`src/rtl/dff_share_arb.sv`:
```
// Shared W-bit register written by N requesters through a round-robin arbiter.
// Each write runs IDLE -> GRANT -> COMMIT, so one write completes every three cycles at most.
module dff_share_arb #(
    parameter int N = 4,
    parameter int W = 8
) (
    input  logic             clk,
    input  logic             rst,
    input  logic [N-1:0]     req,
    input  logic [N*W-1:0]   wdata,
    output logic [N-1:0]     gnt,
    output logic [N-1:0]     ack,
    output logic [W-1:0]     q,
    output logic [7:0]       wr_cnt,
    output logic             busy
);

    localparam int PW = (N > 1) ? $clog2(N) : 1;

    typedef enum logic [1:0] {
        IDLE,
        GRANT,
        COMMIT
    } state_t;

    state_t        state;
    state_t        state_n;
    logic [PW-1:0] ptr;
    logic [PW-1:0] ptr_n;
    logic [PW-1:0] win;
    logic [PW-1:0] win_n;
    logic [PW-1:0] win_inc;
    logic [PW-1:0] pick;
    logic [PW-1:0] idx;
    logic          found;
    logic [N-1:0]  gnt_n;
    logic [N-1:0]  ack_n;
    logic [W-1:0]  q_n;
    logic [W-1:0]  slice;
    logic [7:0]    cnt_n;

    // Round-robin search: first set request starting at ptr and wrapping.
    always_comb begin
        pick  = '0;
        found = 1'b0;
        idx   = '0;
        for (int k = 0; k < N; k++) begin
            idx = PW'((int'(ptr) + k) % N);
            if (!found && req[idx]) begin
                found = 1'b1;
                pick  = idx;
            end
        end
    end

    always_comb begin
        slice = '0;
        for (int i = 0; i < N; i++) begin
            if (win == PW'(i)) begin
                slice = wdata[i*W +: W];
            end
        end
    end

    assign win_inc = (win == PW'(N - 1)) ? '0 : win + PW'(1);

    always_comb begin
        state_n = state;
        ptr_n   = ptr;
        win_n   = win;
        gnt_n   = gnt;
        ack_n   = ack;
        q_n     = q;
        cnt_n   = wr_cnt;
        case (state)
            IDLE: begin
                if (found) begin
                    win_n       = pick;
                    gnt_n       = '0;
                    gnt_n[pick] = 1'b1;
                    state_n     = GRANT;
                end
            end
            GRANT: begin
                gnt_n = '0;
                // A withdrawn request aborts without touching q, ack or the write count.
                if (req[win]) begin
                    q_n        = slice;
                    ack_n      = '0;
                    ack_n[win] = 1'b1;
                    cnt_n      = wr_cnt + 8'd1;
                    state_n    = COMMIT;
                end else begin
                    ptr_n   = win_inc;
                    state_n = IDLE;
                end
            end
            COMMIT: begin
                ack_n   = '0;
                ptr_n   = win_inc;
                state_n = IDLE;
            end
            default: begin
                state_n = IDLE;
            end
        endcase
    end

    always_ff @(posedge clk) begin
        if (rst) begin
            state <= IDLE;
        end else begin
            state <= state_n;
        end
    end

    always_ff @(posedge clk) begin
        if (rst) begin
            ptr    <= '0;
            win    <= '0;
            gnt    <= '0;
            ack    <= '0;
            q      <= '0;
            wr_cnt <= '0;
        end else begin
            ptr    <= ptr_n;
            win    <= win_n;
            gnt    <= gnt_n;
            ack    <= ack_n;
            q      <= q_n;
            wr_cnt <= cnt_n;
        end
    end

    assign busy = (state != IDLE);

endmodule
```
`config.mk`:
```
export PLATFORM = sky130hd
export DESIGN_NAME = dff_share_arb
export DESIGN_NICKNAME = d
export VERILOG_FILES = /design/src/rtl/dff_share_arb.sv
export SDC_FILE = /design/constraint.sdc
export NUM_CORES = 1
export LEC_CHECK = 0
export CAP_MARGIN = 20
export CORE_MARGIN = 3
export CORE_UTILIZATION = 43
export CTS_CLUSTER_DIAMETER = 30
export DETAILED_ROUTE_END_ITERATION = 8
export PLACE_DENSITY_LB_ADDON = 0.3
export SLEW_MARGIN = 20
export SYNTH_ARGS = -nofsm -noshare
export SYNTH_HDL_FRONTEND = slang
export SYNTH_SLANG_ARGS = --single-unit
export TNS_END_PERCENT = 30
```
`constraint.sdc`:
```
create_clock -name clk -period 2.4 [get_ports clk]
set_input_delay 0.48 -clock clk [delete_from_list [all_inputs] [get_ports clk]]
set_output_delay 0.48 -clock clk [all_outputs]
set_load 0.01 [all_outputs]
```
==> results.ini <==
[clocking]
cts.sink_count = 30
worstSkewPairLatency_ns = 0.28
cts_buffers = 5
path_clk_slew_ns = 0.06
cts_resized = 0
clockBufferDepth = 2
cts_tree = built
cts_setup_buffers = 0
cts-hold-fix-buffers = 0
cts_htree_levels = 2
cts_root_buffer = clkbuf_8

[synthesis]
synth_edf_count = 0
synth_top_area_cell = dfxtp_1
ys_ff_latch = 30
yosysSeqAreaShare = 0.374
synth_warnings = 0
synthDistinctLibCells = 35
yosys-top-cells-count = dfxtp_1 (30), nor2_1 (25), a21oi_1 (22)
synth.avg_cell_area_um2 = 7.90
synth-main-ff-cell = dfxtp_1
ys_top_cells_by_area = dfxtp_1 (37%), a21oi_1 (6.9%), nor2_1 (5.9%), a221oi_1 (4.4%), ha_1 (3.9%)
netlist_area_mm2 = 0.00160
synth.top_cell.area_share = 0.374
yosysMostFrequentCell = dfxtp_1
postSynth.asyncResetShare = 0
synthesis.nets = 246
netlist_instances = 203

[grt]
grt_overflow_total = 0
antenna_found_initial = 0
grtUsageTotal = 0.198
grt_pass1_vias = 1529
grt_pass1_wl_um = 6780
grt_max_degree = 19

[die]
die-area_mm2 = 0.00450
fp-row-count = 21
io_pins = 63
core_mm2 = 0.00347
start_util = 0.462
fp.dieH_um = 67.1
fp.dieW_um = 67.1

[cells_and_area]
final_util = 0.670
n_antenna_cell = 0
fillers = 303
area_growth_pct = 44.8
nets = 305
layout-drive-gt1-share = 0.0573
seqCellArea_um2 = 601
multi_input_area_um2 = 885

[drt]
dr.pass1.iters = 4
vias = 1610
ant_nets = 0
vias_per_cell = 5.23
routedWlPerCell_um = 13.1
met2_length_um = 1890
met1Wirelength_um = 1820
routed_wl_um = 4040
wl_met3_um = 273
top_layer = met4
drt-initial-drc-count = 92
post-route-drc-count = 0

[critical_path]
crit_path_start_kind = input port
crit_buf_inv = 1
crit_slowest_cell = mux4_2
endpoint_kind = register
worstSetupPathType = input port to register
path_cells = clkdlybuf4s50_1 -> mux4_2 -> and2_1 -> xnor2_1 -> nor2_1
path_max_fanout = 11
cp.required_ns = 2.57
slowest_delay_ns = 0.60
arrival_ns = 2.13
crit_family = multiplexers

[power]
report.power.total_mw = 1.26
p_leak_nw = 0.896
ir_drop_mv = 0.260
powerDensity_mw_per_mm2 = 541

[placement]
port-buffer-count = 62
hpwl_um = 2920
gp_congestion = 0.757

[timing]
slew_viol_final = 0
setup_violations = 0
skew_ns = 0.00280
slew-limit-headroom = 0.572
finalSetupTns_ns = 0
finalCriticalPeriod_ns = 1.96
min_period_over_period = 0.816
fmax_mhz = 511
worst_pin_slew_ns = 0.641
final_hold_viol_count = 0
rsz0062_at_grt = false

[outcome]
outcome = finished, final reports clean

[job]
drv_cap = 0

[min_path]
hold_class = register to register

==> power breakdown <==
group | total [mW] | switching (mW) | internal [mW]
Clock | 0.369 | 0.170 | 0.199
Sequential | 0.554 | 0.0238 | 0.531
Combinational | 0.333 | 0.158 | 0.175
==> worst min-delay path: stages (launching register included) <==
cell	delay [ns]
dfxtp_1	0.31
nand2b_1	0.07
o32ai_1	0.06
==> cell usage in the layout (no fill, tap or decap), types with 5 or more instances in the layout <==
master	netlist	final
a21oi_1	22	22
a221oi_1	8	8
and3_1	5	5
buf_4	2	5
clkbuf_8	0	5
clkdlybuf4s50_1	0	62
dfxtp_1	30	30
ha_1	5	5
inv_1	12	12
nand2_1	14	14
nand2b_1	6	6
nor2_1	25	25
nor3_1	8	8
o21ai_0	12	12
==> metrics by stage <==
stage | cell area [µm²] | std cells | hold WS [ns] | setup slack [ns]
2_1_floorplan | 1600 | 203 | 0.484 | 0.751
3_5_place_dp | 2250 | 301 | 0.475 | 0.151
3_3_place_gp | 2250 | 301 | 0.468 | 0.178
4_1_cts | 2320 | 308 | 0.485 | 0.454
5_1_grt | 2320 | 308 | 0.501 | 0.341
6_report | 2320 | 308 | 0.479 | 0.442
==> final timing paths <==
path / from / slack [ns] / to / depth (start not counted)
hold / removal: gnt[2] / 0.48 / gnt[2] / 2
setup / recovery: req[0] / 0.44 / wr_cnt[0] / 5
setup reg to reg: win[0] / 0.61 / wr_cnt[0] / 4
hold reg to reg: gnt[2] / 0.48 / gnt[2] / 2
==> final cells by class <==
type / instances / share of cell area
clock buffers: 7 / 0.0329
inverters: 12 / 0.0194
multi-input cells: 146 / 0.381
flip-flops and latches: 30 / 0.259
well taps: 46 / 0.0248
repair buffers: 67 / 0.283
==> flip-flops by register name, indices dropped and copies added, names as in the netlist <==
signal / cells
win: 2
ack: 4
state: 2
gnt: 4
wr_cnt: 8
ptr: 2
q: 8
==> per-layer routing <==
| metal | GRT usage | vias to the layer above |
|---|---|---|
| li1 | - | 833 |
| met1 | 0.242 | 730 |
| met2 | 0.331 | 42 |
| met3 | 0.0371 | 5 |
| met4 | 0.0886 | 0 |
| met5 | 0 | - |
==> kinds of logic (layout without fill, tap and decap cells) <==
logic type | after synthesis | after routing | synth area share
flops | 30 | 30 | 0.374
buf+inv | 27 | 86 | 0.0741
mux | 3 | 3 | 0.0265
compound gates | 55 | 55 | 0.213
simple gates | 78 | 78 | 0.246
xor+xnor | 5 | 5 | 0.0273
fa+ha+maj | 5 | 5 | 0.0390
No activity file was read; power rests on OpenSTA's default activity.
